`config.mk`:
```
export PLATFORM = sky130hd
export DESIGN_NAME = alu_mult_sequencer
export DESIGN_NICKNAME = d
export VERILOG_FILES = /design/src/rtl/alu_mult_sequencer.sv
export SDC_FILE = /design/constraint.sdc
export NUM_CORES = 1
export LEC_CHECK = 0
export ABC_AREA = 1
export CAP_MARGIN = 5
export CORE_MARGIN = 1
export CORE_UTILIZATION = 48
export DETAILED_ROUTE_END_ITERATION = 8
export GPL_TIMING_DRIVEN = 0
export HOLD_SLACK_MARGIN = 0.06
export PLACE_DENSITY = 0.81
export REMOVE_ABC_BUFFERS = 1
export SYNTH_ARGS = -nofsm -noshare
export SYNTH_HDL_FRONTEND = slang
export SYNTH_SLANG_ARGS = --single-unit
export TNS_END_PERCENT = 10
```
`constraint.sdc`:
```
create_clock -name clk -period 2.2 [get_ports clk]
set_input_delay 0.33 -clock clk [delete_from_list [all_inputs] [get_ports clk]]
set_output_delay 0.33 -clock clk [all_outputs]
set_load 0.02 [all_outputs]
```
`src/rtl/alu_mult_sequencer.sv`:
```
// Shift-add low-half multiplier that borrows the shared EX-stage ALU one add or shift at a time.
// Latency: 2*WIDTH+1 cycles from start-accept to done (2*n+1 with EARLY_EXIT), +1 per grant-low cycle.
// Backpressure: start taken only while ready; ADD/SHIFT freeze state and hold ALU operands while alu_grant=0.
package lc3b_types;
    typedef logic [15:0] lc3b_word;
    typedef enum logic [2:0] {
        alu_add,
        alu_and,
        alu_not,
        alu_pass,
        alu_sll,
        alu_srl,
        alu_sra
    } lc3b_aluop;
endpackage

module alu_mult_sequencer
    import lc3b_types::*;
#(
    parameter int WIDTH      = 16,
    parameter int EARLY_EXIT = 0
) (
    input  logic             clk,
    input  logic             reset,
    input  logic             start,
    input  logic [WIDTH-1:0] op_a,
    input  logic [WIDTH-1:0] op_b,
    output logic             ready,
    output logic             done,
    output logic [WIDTH-1:0] product,
    output logic             alu_req,
    input  logic             alu_grant,
    output lc3b_aluop        aluop,
    output logic [WIDTH-1:0] alu_a,
    output logic [WIDTH-1:0] alu_b,
    input  logic [WIDTH-1:0] alu_f
);

    localparam int CW = $clog2(WIDTH) + 1;

    typedef enum logic [1:0] {S_IDLE, S_ADD, S_SHIFT, S_DONE} state_t;

    state_t           state;
    state_t           state_nxt;
    logic [WIDTH-1:0] mcand;
    logic [WIDTH-1:0] mplier;
    logic [WIDTH-1:0] acc;
    logic [CW-1:0]    count;
    logic [CW-1:0]    count_inc;
    logic [WIDTH-1:0] mplier_shr;
    logic             last_iter;

    assign count_inc  = count + CW'(1);
    assign mplier_shr = mplier >> 1;
    assign last_iter  = (count_inc == CW'(WIDTH)) ||
                        ((EARLY_EXIT != 0) && (mplier_shr == '0));

    always_ff @(posedge clk) begin
        if (reset) begin
            state <= S_IDLE;
        end else begin
            state <= state_nxt;
        end
    end

    always_comb begin
        state_nxt = state;
        case (state)
            S_IDLE:  if (start) state_nxt = S_ADD;
            S_ADD:   if (alu_grant) state_nxt = S_SHIFT;
            S_SHIFT: if (alu_grant) state_nxt = last_iter ? S_DONE : S_ADD;
            S_DONE:  state_nxt = S_IDLE;
            default: state_nxt = S_IDLE;
        endcase
    end

    // Operands are a pure function of state and registers, so they stay put across a stall.
    always_comb begin
        ready   = 1'b0;
        done    = 1'b0;
        alu_req = 1'b0;
        aluop   = alu_pass;
        alu_a   = '0;
        alu_b   = '0;
        case (state)
            S_IDLE: ready = 1'b1;
            S_ADD: begin
                alu_req = 1'b1;
                aluop   = alu_add;
                alu_a   = acc;
                alu_b   = mplier[0] ? mcand : '0;
            end
            S_SHIFT: begin
                alu_req = 1'b1;
                aluop   = alu_sll;
                alu_a   = mcand;
                alu_b   = WIDTH'(1);
            end
            S_DONE: done = 1'b1;
            default: ;
        endcase
    end

    // product is loaded on the edge into DONE so it is already valid while done is high.
    always_ff @(posedge clk) begin
        if (reset) begin
            mcand   <= '0;
            mplier  <= '0;
            acc     <= '0;
            count   <= '0;
            product <= '0;
        end else begin
            case (state)
                S_IDLE: begin
                    if (start) begin
                        mcand  <= op_a;
                        mplier <= op_b;
                        acc    <= '0;
                        count  <= '0;
                    end
                end
                S_ADD: begin
                    if (alu_grant) acc <= alu_f;
                end
                S_SHIFT: begin
                    if (alu_grant) begin
                        mcand  <= alu_f;
                        mplier <= mplier_shr;
                        count  <= count_inc;
                        if (last_iter) product <= acc;
                    end
                end
                default: ;
            endcase
        end
    end

endmodule

```
# Word-level counts from Yosys, hierarchy flattened
# Cells that the tools add are included.
[word_totals] wordCells=45 inputBits=52 ff_bits=71 output_inout_bits=54
[classes] n_eq_ne=7 n_addsub=1 n_mux=23 n_reduce_logical=8
[op_table] cell="$pmux 16 s2" n=5
[op_table] cell="$mux 16" n=6
[op_table] cell="$reduce_and 3->1" n=4
[op_table] cell="$mux 5" n=2
[op_table] cell="$pmux 5 s2" n=1
[op_table] cell="$mux 2" n=4
[op_table] cell="$pmux 2 s4" n=1
[op_table] cell="$ne 2x2->1 const B" n=3
[op_table] cell="$pmux 3 s2" n=1
[op_table] cell="$add 5x1->5 const B" n=1
[op_table] cell="$eq 5x5->1 const B" n=1
[op_table] cell="$eq 2x2->1 const B" n=2
[op_table] cell="$reduce_bool 2->1" n=2
[op_table] cell="$mux 1" n=3
[op_table] cell="$eq 2x1->1 const B" n=1
[op_table] cell="$logic_not 2->1" n=1
[op_table] cell="$reduce_or 2->1" n=1

# Longest topological paths before layout
[logic_depth] depth_word=5 mapped_depth=11 depth_no_buf=10

# Worst setup path before layout
# Ideal clock, no wire load.
[synth_timing] path_type="flip-flop to output port" startpoint="register state[1]" endpoint="output port alu_b[10]" path_stages_with_launch=6 path_buffers=1 t_required_ns=1.870 t_arrival_ns=1.814 setup_slack_ns=0.056 path_cell_list="dfxtp_1 inv_1 ha_1 inv_1 clkbuf_1 nor3_1"
[synth_via] elab_chain_len=2 elab_cells_between_ends=3 cone_classes="2 x eq/ne; 1 x mux"
[synth_lines] item="start, declared" line="43" text="state_t state;"
[synth_lines] item="start signal, assigned" line="62" text="state <= state_nxt;"
[synth_lines] item="$eq 2x2->1 / $eq 2x1->1 (equally long branches)" line="85" text="case (state)"
[synth_lines] item="$pmux 16 s2 (*)" line="85"
[synth_lines] item="end, declared" line="35" text="output logic [WIDTH-1:0] alu_b,"
# Every way passes the cells marked *; elsewhere a longest branch is shown, timed or not.

# Worst setup path after layout
[layout_timing] startpoint="register state[0]" endpoint="output port alu_b[13]"
# Same word-level chain as after synthesis.

==> metrics.txt <==
run status=finished with violations; violations in the final reports=negative setup slack; largest net degree at the start of global routing=50; mean instance size in the synthesized netlist=6.66 sq um; final setup violation count=2; final hold viol count=0; via count=around 4,000; Die Span Y=around 90 um; total congestion overflow after global routing=0; port bufs=105; DRT iter0 DRCs=296; Max rail drop VDD=634 uV; kind of start point of the critical path=flop; area of the placeable core=0.00733 sq mm; arrival time of the worst setup path=1.88 ns; initial antenna violation count=0; final weighted congestion in routability-driven placement=roughly 0.81; Final Worst Setup Slack=-0.00702 ns; path type of the worst min-delay path=reg2reg; number of nets in the finished design=709; summed instance area of the synthesized netlist=0.00369 sq mm; area delta synth->final=39.2%; Max Clock Skew=about 0.014 ns; P_int=3.52 mW; clock tree root buffer cell=sky130_fd_sc_hd__clkbuf_8; area of the die=0.00805 sq mm; portion of the clock cycle consumed by the worst path in the final layout=100%; sequential-to-total area share from yosys stat=38.5%; count of TritonRoute iterations in the first routing pass=5; Net Sw Frac=46.3%; clock network power share=15.8%; required time of the critical path=1.87 ns; R2R setup slack=between 0.15 and 0.2 ns; residual antenna-violating net count after detailed routing=0; maximum clock path buffer count=2; Slew Limit Fails=0; power per unit of standard cell area=1270 mW/mm^2; wire length per cell after detailed routing=15.3 um; Worst Path Class, Setup=reg2out; post-DR vias/cell=between 5 and 6; number of rows in the core area=31; global-route wire length before repair=18,100 um; leading cell type in the layout, fill and taps excluded=sky130_fd_sc_hd__nand2_1; clock latency on the worst-skew pair=0.35 ns; max capacitance violation total=0; final period demand of the worst path=roughly 2.2 ns; detailed-route DRC error count=0; CP max FO=16; Post-Route Hold Slack=0.481 ns; highest clock frequency the design can meet=453 MHz; die extent in x=89.7 um; total clock buffers created by CTS=9; number of global-route vias before repair=3,821; level count of the clock H-tree=3; count of hold-fix buffers inserted at cts=0; Initial Util=50.4%; startpoint of the worst register-to-register path=state[0]; share of final-layout standard cells stronger than drive strength 1=16.1%; Cell variety after synth=28; clock transition time at the flip-flop clock pins of the worst setup and hold paths=about 0.070 ns; slew at the pin closest to its max-slew limit=approximately 1.2 ns; Comb power frac=54.2%; RSZ-0062 raised after global routing=true; count of mapped cells out of synthesis=555; clock tree from TritonCTS=built; io pins=106; Worst setup EP type=output pin; Sinks on Clock Net=71; sequential share of power=30.0%; GRT Util Overall=between 20 and 30%; Crit Reg-Reg Endpoint=mplier[15]; placed wire-length estimate=roughly 6300 um; post-detailed-routing wire length=11,500 um; top library cells by usage in the layout, fill and taps aside=145 x sky130_fd_sc_hd__nand2_1, 71 x sky130_fd_sc_hd__inv_1, 69 x sky130_fd_sc_hd__dfxtp_1; Slew HR=approximately 21%; reg2reg path depth=9; NetSw=3.03 mW; number of warnings reported in the yosys synthesis log=0; post-synthesis sequential element count=71; Antenna Cells=0; worst slack, placed=-1.35 ns; crit path from=state[0]; leakage power of the design=approximately 2.2 nW; end point of the critical path=alu_b[13]
==> sequential cells by signal, summed over array words and instances, names as in the netlist <==
name and cells:
acc 16, count 5, mcand 16, mplier 16, product 16, state 2
==> through the flow <==
stage          area [sq um]  TNS (ns)  util (%)  total power [mW]  instances
2_1_floorplan          3510    -33.51         -              3.74        517
3_3_place_gp           4680   -131.20      63.9              4.57        721
3_5_place_dp           4700    -90.30      64.1              4.67        722
4_1_cts                5000     -8.25      68.2              6.19        749
5_1_grt                5140    -0.660      70.2              6.96        753
6_report               5140  -0.00985      70.2              6.55        753
==> metal layers <==
metal	vias up	routed length, um	global-route usage, %
met2	176	5610	47.8
met1	1842	4710	33.0
met3	31	726	4.74
met4	0	441	16.7
li1	1956	-	-
met5	-	0	0
==> synth_stat cells <==
cell type	instances	area (sq um)
sky130_fd_sc_hd__inv_2	4	15.0
sky130_fd_sc_hd__clkbuf_2	2	10.0
sky130_fd_sc_hd__o21ai_4	1	16.3
sky130_fd_sc_hd__nand3_1	20	100
sky130_fd_sc_hd__nor2_1	54	203
sky130_fd_sc_hd__nor3_1	17	85.1
sky130_fd_sc_hd__o21ai_1	1	5.00
sky130_fd_sc_hd__clkbuf_1	15	56.3
sky130_fd_sc_hd__o32ai_1	14	123
sky130_fd_sc_hd__a21oi_1	37	185
sky130_fd_sc_hd__o22ai_1	1	6.26
sky130_fd_sc_hd__inv_1	75	282
sky130_fd_sc_hd__nand2_2	3	18.8
sky130_fd_sc_hd__buf_4	3	22.5
sky130_fd_sc_hd__buf_2	13	65.1
sky130_fd_sc_hd__dfxtp_1	71	1420
sky130_fd_sc_hd__ha_1	8	100
sky130_fd_sc_hd__a211oi_1	16	120
sky130_fd_sc_hd__nor2_4	1	11.3
sky130_fd_sc_hd__nor2_2	2	12.5
sky130_fd_sc_hd__and2_1	1	6.26
sky130_fd_sc_hd__buf_6	2	22.5
sky130_fd_sc_hd__nand4_1	3	18.8
sky130_fd_sc_hd__o21ai_0	37	185
sky130_fd_sc_hd__nand2_1	148	556
sky130_fd_sc_hd__nand3_2	2	20.0
sky130_fd_sc_hd__buf_1	3	11.3
sky130_fd_sc_hd__nand3_4	1	17.5
==> critical path: stages, from the launching register on <==
cell,delay [ns]
sky130_fd_sc_hd__dfxtp_4,0.38
sky130_fd_sc_hd__inv_4,0.07
sky130_fd_sc_hd__ha_4,0.31
sky130_fd_sc_hd__clkinvlp_4,0.11
sky130_fd_sc_hd__buf_12,0.17
sky130_fd_sc_hd__nor3_1,0.27
sky130_fd_sc_hd__buf_2,0.22
==> power groups by stage <==
stage          Clock [mW]  Combinational (mW)  Sequential (mW)
3_3_place_gp            0                2.64             1.94
3_5_place_dp            0                2.71             1.96
6_report             1.04                3.55             1.97
5_1_grt              1.11                3.84             2.02
2_1_floorplan           0                1.83             1.91
4_1_cts              1.04                3.20             1.95
==> cell families after synthesis <==
| group | after synthesis | synth area share (%) |
|---|---|---|
| simple gates | 252 | 28.4 |
| buf+inv | 117 | 13.1 |
| compound gates | 107 | 17.3 |
| flops | 71 | 38.5 |
| fa+ha+maj | 8 | 2.71 |
==> how the worst min path moves through the flow <==
stage | startpoint | to | slack (ns) | depth (start not counted)
after global routing | mplier[11] | mplier[11] | 0.51 | 2
after global placement | mplier[5] | mplier[5] | 0.46 | 2
after floorplan | reset | count[1] | 0.40 | 1
after CTS | mcand[5] | mcand[5] | 0.48 | 2
after detailed placement | mcand[5] | mcand[5] | 0.47 | 2
final | mplier[7] | mplier[7] | 0.48 | 2
==> timing repair <==
item / CTS / global route
buffers inserted: 9 / 2
endpoints found under the setup margin: 106 / 90
cloned: 2 / 2
gates resized for setup: 167 / 60
pin swaps: 3 / 3
==> area by class of cell <==
cell class | instances | area (sq um)
Clock buffer | 13 | 149
Clock inverter | 3 | 42.5
Fill cell | 609 | 2190
Inverter | 79 | 317
Multi-Input combinational cell | 369 | 2010
Sequential cell | 71 | 1430
Tap cell | 99 | 124
Timing Repair Buffer | 117 | 1060
Timing Repair inverter | 2 | 15.0
(Power assumes the default switching activity.)
